**src/rtl/axi_rd_slave_pkg.sv**
```systemverilog
// Shared encodings for the AXI-style read responder.
package axi_pkg;
  localparam logic [1:0] BURST_FIXED = 2'b00;
  localparam logic [1:0] BURST_INCR  = 2'b01;
  localparam logic [1:0] BURST_WRAP  = 2'b10;
  localparam logic [1:0] BURST_RSVD  = 2'b11;

  localparam logic [1:0] RESP_OKAY   = 2'b00;
  localparam logic [1:0] RESP_SLVERR = 2'b10;

  localparam logic [1:0] ST_IDLE  = 2'd0;
  localparam logic [1:0] ST_WAIT  = 2'd1;
  localparam logic [1:0] ST_BURST = 2'd2;

  // Requests the responder cannot serve; they still get a full-length burst of SLVERR beats.
  function automatic logic ar_illegal(logic [1:0] burst, logic [7:0] len, logic [2:0] size);
    return (burst == BURST_RSVD) || (size > 3'd3) ||
           ((burst == BURST_WRAP) && !(len inside {8'd1, 8'd3, 8'd7, 8'd15}));
  endfunction
endpackage

```
**src/rtl/axi_rd_slave_if.sv**
```systemverilog
// Read address/data channel plus the doubleword port to the memory model.
interface axi_rd_slave_if #(parameter int ADDR_W = 32);
  logic [ADDR_W-1:0] araddr;
  logic              arvalid;
  logic [1:0]        arburst;
  logic [7:0]        arlen;
  logic [2:0]        arsize;
  logic              arready;
  logic [63:0]       rdata;
  logic [1:0]        rresp;
  logic              rvalid;
  logic              rlast;
  logic              rready;
  // Memory read port: mem_rdata must return the dword at mem_addr in the same cycle.
  logic              mem_en;
  logic [63:0]       mem_addr;
  logic [63:0]       mem_rdata;

  modport master (output araddr, arvalid, arburst, arlen, arsize, rready,
                  input  arready, rdata, rresp, rvalid, rlast);
  modport slave  (input  araddr, arvalid, arburst, arlen, arsize, rready, mem_rdata,
                  output arready, rdata, rresp, rvalid, rlast, mem_en, mem_addr);
  modport mem    (input  mem_en, mem_addr, output mem_rdata);
endinterface

```
**src/rtl/axi_burst_addr.sv**
```systemverilog
// Combinational next-beat address for FIXED/INCR/WRAP bursts.
module axi_burst_addr
  import axi_pkg::*;
#(
  parameter int ADDR_W = 32
) (
  input  logic [ADDR_W-1:0] addr,
  input  logic [1:0]        burst,
  input  logic [7:0]        len,
  input  logic [2:0]        size,
  output logic [ADDR_W-1:0] next_addr
);
  logic [ADDR_W-1:0] step, mask, incr;

  // Step by the beat size; WRAP keeps the upper bits of the (len+1)*step aligned window.
  always_comb begin
    step = ADDR_W'(1) << size;
    mask = ((ADDR_W'(len) + ADDR_W'(1)) << size) - ADDR_W'(1);
    incr = addr + step;
    case (burst)
      BURST_FIXED: next_addr = addr;
      BURST_WRAP:  next_addr = (addr & ~mask) | (incr & mask);
      default:     next_addr = incr;
    endcase
  end
endmodule

```
**src/rtl/axi_rd_slave.sv**
```systemverilog
// Instruction-fetch read responder: one burst at a time, arlen+1 dword beats.
module axi_rd_slave
  import axi_pkg::*;
#(
  parameter int LATENCY = 0,
  parameter int ADDR_W  = 32
) (
  input logic           clk,
  input logic           rst,
  axi_rd_slave_if.slave bus
);
  logic [1:0]        state;
  logic [7:0]        lat_cnt, beat_cnt, len_q;
  logic [ADDR_W-1:0] addr_q, next_addr, load_addr;
  logic [1:0]        burst_q, rresp_q;
  logic [2:0]        size_q;
  logic              err_q, err_in, load_err, load;
  logic              arready_q, rvalid_q, ar_hs, r_hs, last;
  logic [63:0]       rdata_q;

  axi_burst_addr #(.ADDR_W(ADDR_W)) u_addr (
    .addr(addr_q), .burst(burst_q), .len(len_q), .size(size_q), .next_addr(next_addr)
  );

  assign ar_hs  = bus.arvalid & arready_q;
  assign r_hs   = rvalid_q & bus.rready;
  assign last   = (beat_cnt == 8'd0);
  assign err_in = ar_illegal(bus.arburst, bus.arlen, bus.arsize);

  // Pick when a beat is loaded and from which address: straight from AR when there is
  // no latency, at the end of WAIT, or after each non-final handshake.
  always_comb begin
    load      = 1'b0;
    load_addr = addr_q;
    load_err  = err_q;
    if (state == ST_IDLE && ar_hs && LATENCY == 0) begin
      load      = 1'b1;
      load_addr = bus.araddr;
      load_err  = err_in;
    end else if (state == ST_WAIT && lat_cnt == 8'd0) begin
      load = 1'b1;
    end else if (state == ST_BURST && r_hs && !last) begin
      load      = 1'b1;
      load_addr = next_addr;
    end
  end

  assign bus.mem_en   = load & ~load_err;
  assign bus.mem_addr = 64'(load_addr) & ~64'h7;
  assign bus.arready  = arready_q;
  assign bus.rvalid   = rvalid_q;
  assign bus.rdata    = rdata_q;
  assign bus.rresp    = rresp_q;
  assign bus.rlast    = rvalid_q & last;

  // Control FSM and beat register; reset abandons any burst immediately.
  always_ff @(posedge clk or posedge rst) begin
    if (rst) begin
      state     <= ST_IDLE;
      arready_q <= 1'b0;
      rvalid_q  <= 1'b0;
      rdata_q   <= '0;
      rresp_q   <= RESP_OKAY;
      lat_cnt   <= '0;
      beat_cnt  <= '0;
      len_q     <= '0;
      addr_q    <= '0;
      burst_q   <= BURST_FIXED;
      size_q    <= '0;
      err_q     <= 1'b0;
    end else begin
      case (state)
        ST_IDLE: begin
          arready_q <= 1'b1;
          if (ar_hs) begin
            arready_q <= 1'b0;
            addr_q    <= bus.araddr;
            burst_q   <= bus.arburst;
            len_q     <= bus.arlen;
            size_q    <= bus.arsize;
            err_q     <= err_in;
            beat_cnt  <= bus.arlen;
            lat_cnt   <= 8'(LATENCY - 1);
            state     <= (LATENCY == 0) ? ST_BURST : ST_WAIT;
          end
        end
        ST_WAIT: begin
          if (lat_cnt == 8'd0) state <= ST_BURST;
          else lat_cnt <= lat_cnt - 8'd1;
        end
        ST_BURST: begin
          if (r_hs) begin
            if (last) begin
              state     <= ST_IDLE;
              arready_q <= 1'b1;
            end else begin
              beat_cnt <= beat_cnt - 8'd1;
              addr_q   <= next_addr;
            end
          end
        end
        default: state <= ST_IDLE;
      endcase

      if (load) begin
        rvalid_q <= 1'b1;
        rdata_q  <= load_err ? 64'd0 : bus.mem_rdata;
        rresp_q  <= load_err ? RESP_SLVERR : RESP_OKAY;
      end else if (state == ST_BURST && r_hs && last) begin
        rvalid_q <= 1'b0;
      end
    end
  end
endmodule
```
**src/flat_wrapper.sv**
```systemverilog
// flat-port wrapper written by rule: the top's interface ports become plain ports
module axi_rd_slave_flat import axi_pkg::*;
#(
  parameter int LATENCY = 0,
  parameter int ADDR_W  = 32
)
  (clk, rst, bus_araddr, bus_arvalid, bus_arburst, bus_arlen, bus_arsize, bus_rready, bus_mem_rdata, bus_arready, bus_rdata, bus_rresp, bus_rvalid, bus_rlast, bus_mem_en, bus_mem_addr);
  axi_rd_slave_if #(.ADDR_W(ADDR_W)) bus_i ();
  input logic clk;
  input logic rst;
  input wire logic [$bits(bus_i.araddr)-1:0] bus_araddr;
  input wire logic [$bits(bus_i.arvalid)-1:0] bus_arvalid;
  input wire logic [$bits(bus_i.arburst)-1:0] bus_arburst;
  input wire logic [$bits(bus_i.arlen)-1:0] bus_arlen;
  input wire logic [$bits(bus_i.arsize)-1:0] bus_arsize;
  input wire logic [$bits(bus_i.rready)-1:0] bus_rready;
  input wire logic [$bits(bus_i.mem_rdata)-1:0] bus_mem_rdata;
  output wire logic [$bits(bus_i.arready)-1:0] bus_arready;
  output wire logic [$bits(bus_i.rdata)-1:0] bus_rdata;
  output wire logic [$bits(bus_i.rresp)-1:0] bus_rresp;
  output wire logic [$bits(bus_i.rvalid)-1:0] bus_rvalid;
  output wire logic [$bits(bus_i.rlast)-1:0] bus_rlast;
  output wire logic [$bits(bus_i.mem_en)-1:0] bus_mem_en;
  output wire logic [$bits(bus_i.mem_addr)-1:0] bus_mem_addr;
  assign bus_i.araddr = bus_araddr;
  assign bus_i.arvalid = bus_arvalid;
  assign bus_i.arburst = bus_arburst;
  assign bus_i.arlen = bus_arlen;
  assign bus_i.arsize = bus_arsize;
  assign bus_i.rready = bus_rready;
  assign bus_i.mem_rdata = bus_mem_rdata;
  assign bus_arready = bus_i.arready;
  assign bus_rdata = bus_i.rdata;
  assign bus_rresp = bus_i.rresp;
  assign bus_rvalid = bus_i.rvalid;
  assign bus_rlast = bus_i.rlast;
  assign bus_mem_en = bus_i.mem_en;
  assign bus_mem_addr = bus_i.mem_addr;
  axi_rd_slave #(.LATENCY(LATENCY), .ADDR_W(ADDR_W)) u_core (.clk(clk), .rst(rst), .bus(bus_i));
endmodule
```
**config.mk**
```make
export PLATFORM = sky130hd
export DESIGN_NAME = axi_rd_slave_flat
export DESIGN_NICKNAME = d
export VERILOG_FILES = /design/src/rtl/axi_rd_slave_pkg.sv /design/src/rtl/axi_rd_slave_if.sv /design/src/rtl/axi_burst_addr.sv /design/src/rtl/axi_rd_slave.sv /design/src/flat_wrapper.sv
export SDC_FILE = /design/constraint.sdc
export NUM_CORES = 1
export LEC_CHECK = 0
export BUFFER_PORTS_ARGS = -buffer_cell sky130_fd_sc_hd__buf_2
export CORE_ASPECT_RATIO = 0.8
export CORE_MARGIN = 5
export CORE_UTILIZATION = 57
export CTS_CLUSTER_SIZE = 28
export DETAILED_ROUTE_END_ITERATION = 10
export GPL_TIMING_DRIVEN = 0
export PLACE_DENSITY = 0.87
export REMOVE_ABC_BUFFERS = 1
export SYNTH_ARGS = -nofsm -noshare
export SYNTH_HDL_FRONTEND = slang
export SYNTH_SLANG_ARGS = --single-unit
```
**constraint.sdc**
```tcl
create_clock -name clk -period 9.8 [get_ports clk]
set_input_delay 0.49 -clock clk [delete_from_list [all_inputs] [get_ports clk]]
set_output_delay 0.49 -clock clk [all_outputs]
set_load 0.01 [all_outputs]
```
==> summary.md <==
| Metric | Value |
|---|---|
| Post-synth top area share | `0.374` |
| Layout area overhead | `19.4%` |
| Reg clk slew, reported paths | `60 ps` |
| Die area | `16800 sq um` |
| Slew Limit Fails | `0` |
| Clock Latency Late Sink | `420 ps` |
| Netlist cell types | `79` |
| Number of global-route vias before repair | `7943` |
| CP arrival | `5800 ps` |
| Leakage | `0.00454 uW` |
| Total global-route track usage | `0.287` |
| CP startpoint | `u_core.size_q[0]$_DFFE_PP0P_` |
| Worst Max-Slew Pin Slew | `1140 ps` |
| Skew final | `11.9 ps` |
| Top_reg_cell synth | `dfrtp_1` |
| Mean area per synthesized cell | `7.93 sq um` |
| P_int | `1690 uW` |
| Reg-to-Reg Start | `u_core.size_q[0]$_DFFE_PP0P_` |
| Die Span X | `144 um` |
| Synth area leaders | `dfrtp_1, nand2_1, o21ai_0` |
| FF+latch count, synth | `122` |
| Root buffer cell | `clkbuf_16` |
| Mapped Area | `8160 sq um` |
| I/O pin total | `247` |
| Clock power share | `0.183` |
| EDFF count, synth | `0` |
| Critical R2R Capture | `u_core.addr_q[24]$_DFFE_PP0P_` |
| Hold Crit Class | `primary input to asynchronous set/reset pin` |
| Clk sink count | `122` |
| Die height | `117 um` |
| Setup bufs post-CTS | `0` |
| CP cell instances | `clkinv_1 > nor3_1 > fa_1 > a21oi_1 > nand3b_1 > a31oi_1 > o31a_1 > o211ai_1 > nor4_4 > o21ai_2 > or4_1 > nand3_1 > buf_2` |
| Crit path launch type | `register` |
| Fin crit period | `6290 ps` |
| Worst VDD drop | `0.212 mV` |
| Core area | `14200 sq um` |
| Hold buffers post-CTS | `0` |
| Routed WL | `24400 um` |
| Max-cap violations | `0` |
| Yosys warning total | `0` |
| # H-tree levels | `4` |
| Worst slew margin | `0.238` |
| Share of cells above drive strength 1 | `0.228` |
| Period Utilization, post-route | `0.642` |
| # setup viols final | `0` |
| Pwr Density | `331 nW/um^2` |
| Final Cell Area | `9740 sq um` |
| RSZ-0062 raised after global routing | `false` |
| Number of buffers created by CTS | `17` |
| Initial Util | `0.576` |
| Critical Path RT | `9310 ps` |
| Worst Setup End Kind | `output pin` |
| Reg-to-reg setup timing slack | `4500 ps` |
| Critical path type | `register to output pin` |
| Port bufs | `210` |
| Initial DRC count | `1114` |
| Commonest non-fill, non-tap cell in the layout | `nand2_1` |
| DRC viols | `0` |
| DR pass1 iterations | `6` |
| Ant. Diodes | `0` |
| Async set or reset register ratio after synthesis | `1.00` |
| Switching power | `1530 uW` |
| CTS tree | `yes` |
| Max clock buf depth | `2` |
| Min Hold Slack | `17.9 ps` |
| GRT overflow | `0` |
| Final nets | `1318` |
| Status | `finished, final reports clean` |
| Combinational share of power | `0.498` |
| Post-detail-place hpwl | `16800 um` |
| Row count | `39` |
| Largest net degree at the start of global routing | `99` |
| RD Place Congestion | `0.921` |
| Fillers | `1126` |
| Initial antenna violation count | `2` |
| Most frequent cells in the layout | `nand2_1, buf_2, dfrtp_1` |
| Post-DR wirelength/cell | `17.6 um` |
| Critical path's largest stage delay | `1030 ps` |
| Post_cts resized | `0` |
| Post-synthesis sequential area ratio | `0.374` |
| Post-Syn Instances | `1028` |
| Slowest cell on crit path | `dfrtp_1` |
| Yosys top cell by area | `dfrtp_1` |
| Crit-path max FO | `35` |
| Post-route ant nets | `0` |
| Final core occ | `0.688` |
| Maximum clock rate | `159 MHz` |
| First-pass GRT wire length | `38900 um` |
| Sw Share | `0.474` |
| Routed vias | `8490` |
| TNS Setup | `0 ps` |
| Final hold violations | `0` |
| Post-place instance area | `9190 sq um` |
| Register-to-Register Path Depth | `12` |
| Routed vias/inst | `6.12` |
| Register share of total power | `0.319` |
-- stage by stage --
stage	total power, uW	cells	worst slack [ps]
2_1_floorplan	2010	955	3570
3_3_place_gp	2520	1349	-204
3_5_place_dp	2590	1356	4170
4_1_cts	3200	1388	3650
5_1_grt	3450	1388	3080
6_report	3220	1388	3510
-- how the worst max path moves through the flow --
stage	endpoint	slack, ps	cells after the start
4_1_cts	bus_mem_addr[24]	3650	13
2_1_floorplan	bus_mem_addr[24]	3570	4
3_3_place_gp	bus_mem_addr[24]	-200	6
6_report	bus_mem_addr[24]	3510	13
5_1_grt	bus_mem_addr[24]	3080	13
3_5_place_dp	bus_mem_addr[24]	4170	13
-- cell type report --
| class | count | area, sq um | area share |
|---|---|---|---|
| clock buffer | 21 | 460 | 0.0473 |
| inverter | 18 | 72.6 | 0.00745 |
| multi-input combinational | 815 | 4630 | 0.475 |
| sequential | 122 | 3050 | 0.314 |
| clock inverter | 11 | 87.6 | 0.00899 |
| tap | 184 | 230 | 0.0236 |
| timing repair buffer | 217 | 1200 | 0.124 |
-- routing by layer --
| metal | vias to the layer above | wire (um) | GRT usage |
|---|---|---|---|
| met4 | 4 | 442 | 0.0740 |
| li1 | 3974 | - | - |
| met1 | 3983 | 9820 | 0.381 |
| met2 | 471 | 11500 | 0.464 |
| met5 | - | 27 | 0 |
| met3 | 58 | 2610 | 0.0861 |
-- worst max-delay path, delay by kind of cell (launching register included) --
kind | cells | cell delay (ps)
adders and majority gates | 1 | 290
buffers and inverters | 2 | 920
AOI/OAI and AO/OA | 5 | 1250
and+or+nand+nor | 5 | 1890
DFF | 1 | 1030
-- synth_stat cells (5+ instances only) --
master     number
or4_1           6
nand2_1       228
a22oi_1         9
nor2_1         45
clkbuf_1       47
buf_4          37
o22a_1          5
dfrtp_1       122
nand3_1        44
nor4_1          9
a211oi_1       10
and4_1          5
a21oi_1        54
xnor2_1        12
nor3_1         19
mux2i_1         6
or3_1          13
a31oi_1         7
ha_1           13
nor2b_1         7
nand2b_1       10
a221o_1        11
nand4_1        14
inv_1          16
o311ai_0        5
buf_2           7
and3_1         11
buf_1          13
nand3b_1        6
o211ai_1       20
nand4b_1        5
o21ai_0       110
and2_1          5
o2111ai_1       5
-- cell families after synthesis --
group           share of synthesized area
xor+xnor                           0.0172
flops                               0.374
compound gates                      0.235
other cells                      0.000460
simple gates                        0.258
mux                                0.0129
fa+ha+maj                          0.0224
buf+inv                            0.0790
-- power groups by stage --
stage          sequential [uW]  clock (uW)  combinational (uW)
4_1_cts                   1020         593                1590
2_1_floorplan             1020           0                 991
3_3_place_gp              1010           0                1510
6_report                  1030         590                1600
5_1_grt                   1070         619                1770
3_5_place_dp              1020           0                1570
-- sequential cells by signal, summed over array words and instances, names as in the netlist, 2 cells and up --
name	flops
u_core.bus.rdata	64
u_core.addr_q	32
u_core.beat_cnt	8
u_core.len_q	8
u_core.size_q	3
u_core.burst_q	2
Note: power is estimated with default switching activity, not from simulation.
